==> src/rtl/jk_seq_driver.sv <==
// JK flop-bank sequencer: converts accepted targets into one-cycle J/K excitation pulses.
// Optional feedback check of q_fb against the shadow state is enabled by JK_SEQ_DRIVER_CHECK_EN.
module jk_seq_driver #(
    parameter int unsigned WIDTH      = 4,
    parameter bit          USE_TOGGLE = 1'b0
) (
    input  logic             clk,
    input  logic             rst_n,
    input  logic             tgt_valid,
    output logic             tgt_ready,
    input  logic [WIDTH-1:0] tgt_data,
    output logic [WIDTH-1:0] j,
    output logic [WIDTH-1:0] k,
    input  logic [WIDTH-1:0] q_fb,
    output logic             busy,
    output logic             err,
    output logic [7:0]       err_cnt
);

`ifdef JK_SEQ_DRIVER_CHECK_EN
    typedef enum logic [1:0] {IDLE, DRIVE, CHECK} state_t;
`else
    typedef enum logic {IDLE, DRIVE} state_t;
`endif

    state_t           state_q, state_d;
    logic [WIDTH-1:0] tgt_q, tgt_d;
    logic [WIDTH-1:0] shadow_q, shadow_d;
    logic [WIDTH-1:0] j_q, j_d, k_q, k_d;
    logic [WIDTH-1:0] exc_j, exc_k;

    always_ff @(posedge clk or negedge rst_n) begin
        if (!rst_n) state_q <= IDLE;
        else        state_q <= state_d;
    end

    always_comb begin
        state_d = state_q;
        case (state_q)
            IDLE:  if (tgt_valid) state_d = DRIVE;
`ifdef JK_SEQ_DRIVER_CHECK_EN
            DRIVE: state_d = CHECK;
            CHECK: state_d = IDLE;
`else
            DRIVE: state_d = IDLE;
`endif
            default: state_d = IDLE;
        endcase
    end

    always_comb begin
        tgt_ready = (state_q == IDLE);
        busy      = (state_q != IDLE);
    end

    // Excitation is registered at accept so j/k never see tgt_data combinationally.
    always_comb begin
        if (USE_TOGGLE) begin
            exc_j = shadow_q ^ tgt_data;
            exc_k = shadow_q ^ tgt_data;
        end else begin
            exc_j = ~shadow_q & tgt_data;
            exc_k = shadow_q & ~tgt_data;
        end
    end

`ifdef JK_SEQ_DRIVER_CHECK_EN
    logic       err_q, err_d;
    logic [7:0] cnt_q, cnt_d;
`endif

    always_comb begin
        tgt_d    = tgt_q;
        shadow_d = shadow_q;
        j_d      = '0;
        k_d      = '0;
`ifdef JK_SEQ_DRIVER_CHECK_EN
        err_d    = err_q;
        cnt_d    = cnt_q;
`endif
        case (state_q)
            IDLE: begin
                if (tgt_valid) begin
                    tgt_d = tgt_data;
                    j_d   = exc_j;
                    k_d   = exc_k;
                end
            end
            DRIVE: shadow_d = tgt_q;
`ifdef JK_SEQ_DRIVER_CHECK_EN
            CHECK: begin
                if (q_fb != shadow_q) begin
                    err_d    = 1'b1;
                    shadow_d = q_fb;
                    if (cnt_q != 8'hFF) cnt_d = cnt_q + 8'd1;
                end
            end
`endif
            default: ;
        endcase
    end

    always_ff @(posedge clk or negedge rst_n) begin
        if (!rst_n) begin
            tgt_q    <= '0;
            shadow_q <= '0;
            j_q      <= '0;
            k_q      <= '0;
        end else begin
            tgt_q    <= tgt_d;
            shadow_q <= shadow_d;
            j_q      <= j_d;
            k_q      <= k_d;
        end
    end

    assign j = j_q;
    assign k = k_q;

`ifdef JK_SEQ_DRIVER_CHECK_EN
    always_ff @(posedge clk or negedge rst_n) begin
        if (!rst_n) begin
            err_q <= 1'b0;
            cnt_q <= '0;
        end else begin
            err_q <= err_d;
            cnt_q <= cnt_d;
        end
    end

    assign err     = err_q;
    assign err_cnt = cnt_q;
`else
    logic unused_q_fb;
    assign unused_q_fb = ^q_fb;
    assign err         = 1'b0;
    assign err_cnt     = '0;
`endif

endmodule

==> config.mk <==
export PLATFORM = sky130hd
export DESIGN_NAME = jk_seq_driver
export DESIGN_NICKNAME = d
export VERILOG_FILES = /design/src/rtl/jk_seq_driver.sv
export SDC_FILE = /design/constraint.sdc
export NUM_CORES = 1
export LEC_CHECK = 0
export ABC_AREA = 1
export CAP_MARGIN = 30
export CORE_MARGIN = 3
export CORE_UTILIZATION = 42
export DETAILED_ROUTE_END_ITERATION = 12
export GPL_ROUTABILITY_DRIVEN = 0
export PLACE_DENSITY = 0.92
export SETUP_SLACK_MARGIN = 0.15
export SLEW_MARGIN = 5
export SYNTH_ARGS = -nofsm -noshare
export SYNTH_HDL_FRONTEND = slang
export SYNTH_SLANG_ARGS = --single-unit
==> constraint.sdc <==
create_clock -name clk -period 2.2 [get_ports clk]
set_input_delay 0.22 -clock clk [delete_from_list [all_inputs] [get_ports clk]]
set_output_delay 0.22 -clock clk [all_outputs]
set_load 0.01 [all_outputs]
== Word level (Yosys, flattened, before mapping) ==
Cells that the tools add are included.
W data, S select, Z words.
Word-level totals
  flip-flop bits (word level): 17
  latch bits: 0
  RAM bits: 0
  bits in read-only memories: 0
  input bits: 11
  output and inout bits: 19
  word-level logic and storage cells: 17
  memories kept: 0
Operators by class
  add/subtract/negate cells: 0
  multipliers: 0
  divide/modulo/power cells: 0
  order comparisons: 0
  eq/ne operators: 0
  shifts and indexed selects: 0
  muxes and demuxes: 6
  bitwise gates (word level): 5
  reduce and logical (&&, ||, !) cells: 1
Operators by type and width (count)
  $mux W4: 4
  $and A4 B4 Y4: 2
  $not A4 Y4: 2
  $pmux W1 S2: 1
  $reduce_and A2 Y1: 1
  $mux W1: 1
  $not A1 Y1: 1

== Depth between registers and ports, before layout ==
Gate-level depths: netlist of run 1.
  word-level depth: 4
  depth in mapped cells: 4

== Worst setup path after synthesis of run 1 ==
OpenSTA, ideal clock, no wires.
  path kind: register to register
  from: reg state_q, in the netlist busy
  to: reg tgt_q[0]
  setup time: 118 ps
  arrival time: 801 ps
  required time: 2082 ps
  slack: 1281 ps
  cell stages (with the launch flop): 5
  cells stage by stage: dfrtp_1 inv_2 nand2_4 nand2_1 nand2_1
Between the ends
  word-level cells in the longest chain between the ends: 2
RTL lines
  start: declaration: RTL line 26  | state_t state_q, state_d;
  start signal: assignment: RTL line 34  | else state_q <= state_d;
  $not A1 Y1 (no source line)
  net tgt_ready: RTL line 10  | output logic tgt_ready,
  $reduce_and A2 Y1 (no source line)
  end signal: assignment: RTL line 110  | tgt_q <= tgt_d;
  end: declaration: RTL line 27  | logic [WIDTH-1:0] tgt_q, tgt_d;
The timed path passes the listed nets, and every way through them passes these cells.
A chain may end at the register's enable or synchronous reset.

== Worst setup path in the final report of run 1 ==
  from: reg state_q, in the netlist busy
  to: out tgt_ready
Between the ends
  word-level cells in the longest chain between the ends: 1
RTL lines (RTL line)
  $not A1 Y1 (no source line)
  end: declaration: 10
Every way passes these cells.

==> reports/qor.csv, run 1 <==
stage;metric;value;unit
final_layout;filler instances;121;
synthesis;number of synthesized register bits;17;
critical_path;Arrival @ worst endpoint;1.51;ns
synthesis;Synth cell types;9;
pwr;Pwr Total;607.0;uW
global_route;largest net degree at the start of global routing;18;
sta;minimum clock period;1.727;ns
cts;post-CTS sizing;0;
global_route;vias in the first global route;446;
critical_path;critical path, cell by cell;inv_2 -> clkdlybuf4s50_1;
drt;DR WL/cell;10.54;um
synthesis;Cell Area, Synth;670.6;sq um
sta;Final Max Slew Viols;0;
cts;buffer depth of the longest clock path;2;
sta;Slew HR;0.5284;
critical_path;worst path bufs/invs;2;
drt;DRC;0;
final_layout;area growth from synthesis to layout;25.19;%
place;pre-CTS setup slack;0.7774;ns
critical_path;R2R Path Start;busy;
drt;TritonRoute pass-1 iters;4;
final_layout;Final nets;101;
cts;H-Tree Depth;1;
critical_path;CP max stage cell;clkdlybuf4s50_1;
global_route;GR Overflow Total;0;
die;core area;1399;sq um
critical_path;largest delay contributor family on the critical path;buffers and inverters;
synthesis;Yosys warning count;0;
critical_path;worst-case register-to-register setup slack;1.21;ns
cts;Setup Buffers After CTS;0;
sta;final hold viol count;0;
die;Std-Cell Rows;13;
synthesis;largest cells by area after synthesis;dfrtp_1 (63%), nand2_1 (13%), buf_4 (10%), nor2_1 (4.5%), nand3_1 (3.0%);
critical_path;crit-path max cell delay;0.57;ns
job;max_cap viols;0;
final_layout;n_diodes;0;
pwr;PwrDens;723.1;nW/um^2
global_route;gr usage total;0.1289;
cts;CTS tree;yes;
global_route;first-pass GRT wire length;1821;um
cts;Reg clk slew, reported paths;0.09;ns
global_route;initial antenna violation count;0;
die;IO Count;30;
sta;setup total negative slack;0;ns
drt;drt via density;4.577;
sta;Worst Setup Slack, final;0.4733;ns
synthesis;Gate Count Post-Synth;70;
sta;Worst-Margin Slew;0.7051;ns
cts;CTS Root Cell;clkbuf_4;
drt;drt initial violations;8;
pwr;worst IR drop on VDD;391.5;uV
critical_path;Startpoint Class;flop;
final_layout;share of cells above drive strength 1;0.06742;
place;HPWL after detailed placement;850.7;um
sta;Final Cycle Share;0.7849;
die;Starting Density;0.4794;
cts;TritonCTS Buffers;3;
final_layout;Multi-input gate area;185.2;sq um
sta;f_max;0.5791;GHz
critical_path;reg2reg path depth;4;
synthesis;Seq/Total Area, Yosys;0.6343;
cts;CTS Sinks;17;
critical_path;CP Max Fanout;10;
min_path;hold crit path type;in -> async;
pwr;P_leak;0.0004570;uW
drt;vias post-DR;476;
drt;final WL;1096;um
sta;Final setup viols;0;
critical_path;CP Data Required Time;1.98;ns
die;die width;45.96;um
drt;post-route ant nets;0;
synthesis;area leader, netlist;dfrtp_1;
cts;Skew-Pair Late Insertion Delay;0.28;ns
outcome;status;finished clean;
critical_path;critical path capture point type;primary output;
final_layout;sequential cell area;425.4;sq um
die;die area;2112;sq um
sta;Clock Skew;0.003284;ns
die;Die Height;45.96;um
critical_path;Worst Setup Path Type;reg -> out;
cts;cts hold-fix bufs;0;
critical_path;reg2reg end;tgt_q[0];
sta;RSZ-0062 raised after global routing;false;
place;IO Port Bufs;16;
synthesis;syn avg cell area;9.581;sq um
synthesis;share of the synthesized area in the top cell type;0.6343;
power by group:
part,switching (uW),internal (uW)
combinational,50.2,41.2
sequential,17.0,343
clock,87.9,67.5
total,155,452
cells by family (layout without fill, tap and decap cells):
logic type             Yosys count  count (layout)  share of synthesized area
flip-flops                      17              17                     0.6343
buffers and inverters           15              26                     0.1343
other                            1               9                   0.005592
AND/OR/NAND/NOR                 37              37                     0.2258
placed cells by master, fill, tap and decap left out:
cell type and count:
conb_1 9, dfrtp_1 17, inv_2 1, nand2_4 1, inv_1 5, clkdlybuf4s50_1 16, nor2_1 8, nand3_1 4
clkbuf_4 3, clkinv_2 1, nand2_1 24
synthesized netlist by cell type:
cell,n
nor2_1,8
nand2_4,1
inv_2,1
nand3_1,4
buf_4,9
nand2_1,24
inv_1,5
dfrtp_1,17
conb_1,1
metrics by stage:
| stage | hold WS (ns) | util | cells | area [sq um] |
|---|---|---|---|---|
| 2_1_floorplan | -0.07559 | - | 78 | 700.7 |
| 3_3_place_gp | 0.4102 | 0.5805 | 100 | 812.0 |
| 3_5_place_dp | 0.4179 | 0.5805 | 100 | 812.0 |
| 4_1_cts | 0.3685 | 0.6002 | 104 | 839.6 |
| 5_1_grt | 0.4111 | 0.6002 | 104 | 839.6 |
| 6_report | 0.3527 | 0.6002 | 104 | 839.6 |
worst reg2reg max path, stage by stage, from the launching register on:
cell	delay [ns]
dfrtp_1	0.46
inv_2	0.20
nand2_4	0.10
nand2_1	0.08
nand2_1	0.05
cell type report:
class / instances / area share
flip-flops and latches: 17 / 0.5067
repair buffers: 16 / 0.1908
inverters: 6 / 0.02683
multi-input cells: 46 / 0.2206
clock buffers: 3 / 0.02683
well taps: 15 / 0.02235
clock inverters: 1 / 0.005961
flip-flops by register name (all words and copies together) (netlist names):
register,flops
shadow_q,4
k,4
busy,1
tgt_q,4
j,4
metal layers:
layer	global-route usage	part of all wire	vias to the layer above
met5	0	0	-
met4	0.08523	0.0091	0
met3	0.04743	0.098	2
met2	0.2060	0.50	21
li1	-	-	231
met1	0.1407	0.39	222
worst max-delay path by stage:
stage,startpoint,end,slack (ns),cells after the start
detailed placement,busy,tgt_ready,0.78,2
floorplan,busy,tgt_q[0],1.28,4
global route,busy,tgt_ready,0.38,2
finish,busy,tgt_ready,0.47,2
global placement,busy,tgt_ready,0.80,2
CTS,busy,tgt_ready,0.45,2
No activity file was read; power rests on OpenSTA's default activity.
==> run 2: changes to the inputs <==
--- a/config.mk
+++ b/config.mk
@@ -8,10 +8,10 @@
 export ABC_AREA = 1
 export CAP_MARGIN = 30
 export CORE_MARGIN = 3
-export CORE_UTILIZATION = 42
+export CORE_UTILIZATION = 35
 export DETAILED_ROUTE_END_ITERATION = 12
 export GPL_ROUTABILITY_DRIVEN = 0
-export PLACE_DENSITY = 0.92
+export PLACE_DENSITY = 0.83
 export SETUP_SLACK_MARGIN = 0.15
 export SLEW_MARGIN = 5
 export SYNTH_ARGS = -nofsm -noshare
==> constraint.sdc (replaced) <==
create_clock -name clk -period 1.5 [get_ports clk]
set_input_delay 0.15 -clock clk [delete_from_list [all_inputs] [get_ports clk]]
set_output_delay 0.15 -clock clk [all_outputs]
set_load 0.01 [all_outputs]
==> run 2 against run 1 <==
Worst hold slack got worse by 0.15 ns. Largest power group unchanged. Global-route usage decreased by 2.3 points. Register-to-register slack got worse by 0.66 ns. Utilization decreased by 10 points. Clock skew decreased by 0.0023 ns. Highest routed layer unchanged.
==> reports/qor.csv, run 2 (synthesis gave the netlist of run 1 again) <==
stage;metric;value;unit;change
drt;TritonRoute pass-1 iters;2;;-2
cts;CTS Sinks;17;;unchanged
drt;vias post-DR;472;;-0.84%
outcome;status;finished clean;;
critical_path;crit-path max cell delay;0.53;ns;-0.04 ns
final_layout;n_diodes;0;;unchanged
critical_path;critical path, cell by cell;clkdlybuf4s50_1;;
cts;buffer depth of the longest clock path;2;;unchanged
pwr;worst IR drop on VDD;314.0;uV;-20%
sta;RSZ-0062 raised after global routing;false;;
critical_path;CP max stage cell;clkdlybuf4s50_1;;
place;Placed Cells;112;;+12%
global_route;initial antenna violation count;0;;unchanged
die;die width;49.78;um;+8.3%
sta;Final setup viols;0;;unchanged
final_layout;area growth from synthesis to layout;30.41;%;
sta;Clock Skew;0.0009474;ns;-0.002337 ns
drt;DRC;0;;unchanged
sta;f_max;0.7657;GHz;
sta;setup total negative slack;0;ns;unchanged
drt;drt via density;4.034;;-12%
critical_path;largest delay contributor family on the critical path;buffers and inverters;;
pwr;Pwr Total;906.8;uW;+49%
die;Std-Cell Rows;15;;+2
die;IO Count;30;;unchanged
drt;post-route ant nets;0;;unchanged
sta;Min Hold Slack;0.2021;ns;-0.1505 ns
job;max_cap viols;0;;unchanged
final_layout;Final nets;104;;+3.0%
critical_path;Startpoint Class;flop;;
place;IO Port Bufs;16;;unchanged
critical_path;CP Max Fanout;1;;-9
final_layout;share of cells above drive strength 1;0.09783;;+0.03041
pwr;P_leak;0.0004880;uW;+6.8%
sta;Final Cycle Share;0.8707;;
global_route;first-pass GRT wire length;1918;um;+5.3%
critical_path;critical path capture point type;primary output;;
die;Die Height;49.78;um;+8.3%
final_layout;Final Non-Filler Cells;117;;+13%
critical_path;CP Data Required Time;1.35;ns;-0.63 ns
sta;Final Max Slew Viols;0;;unchanged
drt;DR WL/cell;10.08;um;-4.4%
sta;minimum clock period;1.306;ns;
final_layout;commonest non-fill, non-tap cell in the layout;nand2_1;;
critical_path;Arrival @ worst endpoint;1.16;ns;-0.35 ns
pwr;PwrDens;1037;nW/um^2;+43%
cts;cts hold-fix bufs;0;;unchanged
die;Starting Density;0.3801;;-0.09929
cts;TritonCTS Buffers;3;;unchanged
global_route;GR Overflow Total;0;;unchanged
cts;CTS tree;yes;;
cts;Skew-Pair Late Insertion Delay;0.28;ns;about the same
critical_path;worst path bufs/invs;1;;-1
die;die area;2478;sq um;+17%
sta;final hold viol count;0;;unchanged
min_path;hold crit path type;in -> async;;
global_route;largest net degree at the start of global routing;18;;unchanged
drt;drt initial violations;7;;-1
global_route;vias in the first global route;457;;+2.5%
place;HPWL after detailed placement;910.7;um;+7.1%
cts;CTS Root Cell;clkbuf_4;;
cts;H-Tree Depth;1;;unchanged
global_route;gr usage total;0.1056;;-0.02331
die;core area;1764;sq um;+26%
drt;final WL;1179;um;+7.6%
cts;Reg clk slew, reported paths;0.09;ns;about the same
final_layout;most frequent cells in the layout;nand2_1 (24), dfrtp_1 (16), clkdlybuf4s50_1 (13);;
critical_path;Worst Setup Path Type;reg -> out;;
==> run 2: changes by cell type in the layout (fill, tap and decap cells not counted) <==
| cell | change |
|---|---|
| buf_4 | +3 |
| clkbuf_1 | +1 |
| clkdlybuf4s50_1 | -3 |
| clkinv_2 | -1 |
| dfrtp_1 | -1 |
| dfrtp_2 | +1 |
| dlygate4sd2_1 | +2 |
| dlymetal6s2s_1 | +1 |
==> run 2: cell type report <==
class / instances / area [sq um]
flip-flops and latches: 17 / 426.7
fillers: 178 / 889.6
clock buffers: 4 / 26.28
multi-input cells: 46 / 185.2
repair buffers: 19 / 182.7
inverters: 6 / 22.52
well taps: 25 / 31.28
==> run 2: power by group <==
part,switching (uW),internal (uW)
registers,22.5,504
clock network,136,103
logic,76.6,64.0
==> run 2: per-layer routing <==
layer	GRT usage	wire length (um)	vias up
met3	0.03625	96	2
met5	0	0	-
met4	0.06912	21	0
met2	0.1828	596	19
met1	0.1060	465	218
li1	-	-	233
==> run 2: through the flow <==
step | cell area [sq um] | util | setup WS (ns)
after floorplan | 700.7 | - | 0.5815
after global placement | 839.6 | 0.4759 | 0.3158
after detailed placement | 839.6 | 0.4759 | 0.3035
after CTS | 872.1 | 0.4943 | 0.1521
after global routing | 874.6 | 0.4957 | 0.1553
final | 874.6 | 0.4957 | 0.1939
==> run 2: final timing paths <==
| kind | startpoint | to | slack [ns] | depth (start not counted) |
|---|---|---|---|---|
| hold reg to reg | shadow_q[0] | j[0] | 0.44 | 1 |
| setup reg to reg | busy | tgt_q[1] | 0.55 | 5 |
| hold / removal | rst_n | k[1] | 0.20 | 2 |
| min in group clk | shadow_q[0] | j[0] | 0.44 | 1 |
| setup / recovery | j[0] | j[0] | 0.19 | 1 |
| max in group asynchronous | rst_n | busy | 1.10 | 2 |
==> run 2: what timing repair did <==
item | 4_1_cts | 5_1_grt
endpoints found under the hold margin | 0 | 0
resized for setup | 3 | 1
endpoints found under the setup margin | 2 | 1
setup buffers | 1 | 0
==> run 3: changes to the inputs <==
--- a/config.mk
+++ b/config.mk
@@ -11,6 +11,8 @@
 export CORE_UTILIZATION = 35
 export DETAILED_ROUTE_END_ITERATION = 12
 export GPL_ROUTABILITY_DRIVEN = 0
+export GPL_TIMING_DRIVEN = 0
+export HOLD_SLACK_MARGIN = 0.15
 export PLACE_DENSITY = 0.83
 export SETUP_SLACK_MARGIN = 0.15
 export SLEW_MARGIN = 5
==> run 3 against run 2 <==
Cell area grew 7.7%. Sequential share of layout area down 3.5 points. Worst hold slack improved by 0.080 ns. Largest cell class unchanged. First-iteration DRC count down 14%. Die area stayed put. Register-to-register slack worse by 0.03 ns. Non-clock buffer count increased by 9.
==> reports/qor.csv, run 3 (synthesis gave the netlist of run 1 again) <==
stage;metric;value;unit;change
die;core area;1764;sq um;unchanged
pwr;P_leak;0.0005407;uW;+11%
global_route;vias in the first global route;471;;+3.1%
drt;vias post-DR;511;;+8.3%
sta;setup total negative slack;0;ns;unchanged
sta;Min Hold Slack;0.2821;ns;+0.07997 ns
place;HPWL after detailed placement;893.7;um;-1.9%
critical_path;critical path, cell by cell;clkdlybuf4s50_1;;
sta;Final Max Slew Viols;0;;unchanged
drt;DR WL/cell;9.492;um;-5.8%
cts;TritonCTS Buffers;3;;unchanged
die;IO Count;30;;unchanged
global_route;initial antenna violation count;0;;unchanged
die;die width;49.78;um;unchanged
die;die area;2478;sq um;unchanged
final_layout;share of cells above drive strength 1;0.1980;;+0.1002
final_layout;Final nets;113;;+8.7%
job;max_cap viols;0;;unchanged
pwr;worst IR drop on VDD;329.9;uV;+5.0%
sta;f_max;0.7592;GHz;-0.85%
die;Die Height;49.78;um;unchanged
sta;Final setup viols;0;;unchanged
final_layout;filler instances;169;;-5.1%
critical_path;CP max stage cell;clkdlybuf4s50_1;;
global_route;gr usage total;0.1114;;+0.005829
final_layout;most frequent cells in the layout;nand2_1 (24), dfrtp_1 (16), clkdlybuf4s50_1 (13);;
final_layout;area growth from synthesis to layout;40.49;%;
min_path;hold crit path type;in -> async;;
sta;Worst-Margin Slew;0.7171;ns;
critical_path;crit-path max cell delay;0.54;ns;about the same
sta;Final Cycle Share;0.8782;;+0.007457
cts;CTS Sinks;17;;unchanged
cts;Skew-Pair Late Insertion Delay;0.29;ns;about the same
final_layout;n_diodes;0;;unchanged
pwr;PwrDens;986.6;nW/um^2;-4.8%
sta;final hold viol count;0;;unchanged
drt;final WL;1196;um;+1.4%
critical_path;Startpoint Class;flop;;
critical_path;worst path bufs/invs;1;;unchanged
cts;Reg clk slew, reported paths;0.10;ns;about the same
outcome;status;finished clean;;
critical_path;Arrival @ worst endpoint;1.17;ns;about the same
critical_path;CP Max Fanout;1;;unchanged
sta;minimum clock period;1.317;ns;+0.01119 ns
cts;CTS tree;yes;;
critical_path;Worst Setup Path Type;reg -> out;;
sta;Clock Skew;0.0009767;ns;+0.00002931 ns
global_route;largest net degree at the start of global routing;18;;unchanged
die;Starting Density;0.3801;;unchanged
place;IO Port Bufs;16;;unchanged
final_layout;final core utilization;0.5340;;+0.03830
cts;buffer depth of the longest clock path;2;;unchanged
critical_path;CP Data Required Time;1.35;ns;about the same
cts;H-Tree Depth;1;;unchanged
cts;CTS Root Cell;clkbuf_4;;
drt;drt initial violations;6;;-1
final_layout;commonest non-fill, non-tap cell in the layout;nand2_1;;
global_route;first-pass GRT wire length;2028;um;+5.7%
sta;RSZ-0062 raised after global routing;false;;
drt;post-route ant nets;0;;unchanged
critical_path;largest delay contributor family on the critical path;buffers and inverters;;
die;Std-Cell Rows;15;;unchanged
global_route;GR Overflow Total;0;;unchanged
critical_path;critical path capture point type;primary output;;
drt;DRC;0;;unchanged
sta;Slew HR;0.5204;;
drt;TritonRoute pass-1 iters;4;;+2
drt;drt via density;4.056;;+0.53%
## run 3: final timing paths
kind | start | slack, ns | to | depth (start not counted)
worst max register to register | busy | 0.52 | tgt_q[3] | 5
min in group clk | shadow_q[0] | 0.43 | j[0] | 1
worst min register to register | shadow_q[0] | 0.43 | j[0] | 1
worst min-delay path | rst_n | 0.28 | k[2] | 1
max in group asynchronous | rst_n | 0.72 | busy | 1
worst max-delay path | j[0] | 0.18 | j[0] | 1
## run 3: power breakdown
| group | switching [uW] | internal (uW) |
|---|---|---|
| Combinational | 81.5 | 79.3 |
| Sequential | 22.4 | 504 |
| Clock | 143 | 99.1 |
| Total | 247 | 682 |
## run 3: area by class of cell
type / count / area [sq um] / area share
Sequential cell: 17 / 426.7 / 0.4529
Buffer: 9 / 67.56 / 0.07171
Multi-Input combinational cell: 46 / 185.2 / 0.1965
Clock buffer: 3 / 22.52 / 0.02390
Tap cell: 25 / 31.28 / 0.03320
Clock inverter: 1 / 5.005 / 0.005312
Timing Repair Buffer: 19 / 178.9 / 0.1899
Inverter: 6 / 25.02 / 0.02656
## run 3: repair_timing
item	4_1_cts	5_1_grt
resized for setup	4	3
buffers inserted	3	0
hold buffers	0	0
endpoints found under the setup margin	2	2
## run 3: routing by layer
layer,track usage,wire length (um),vias up
met5,0,0,-
met4,0.08295,29,0
met3,0.03021,99,4
met2,0.1850,588,23
met1,0.1197,478,227
li1,-,-,257
## run 3: stage by stage
| step | total power [uW] | cell area (sq um) | setup slack [ns] | cells |
|---|---|---|---|---|
| 2_1_floorplan | 616.9 | 700.7 | 0.5815 | 78 |
| 3_3_place_gp | 685.5 | 892.1 | 0.1589 | 119 |
| 3_5_place_dp | 691.6 | 892.1 | 0.1384 | 119 |
| 4_1_cts | 942.2 | 943.4 | 0.1022 | 126 |
| 5_1_grt | 979.6 | 942.2 | 0.1326 | 126 |
| 6_report | 929.5 | 942.2 | 0.1828 | 126 |
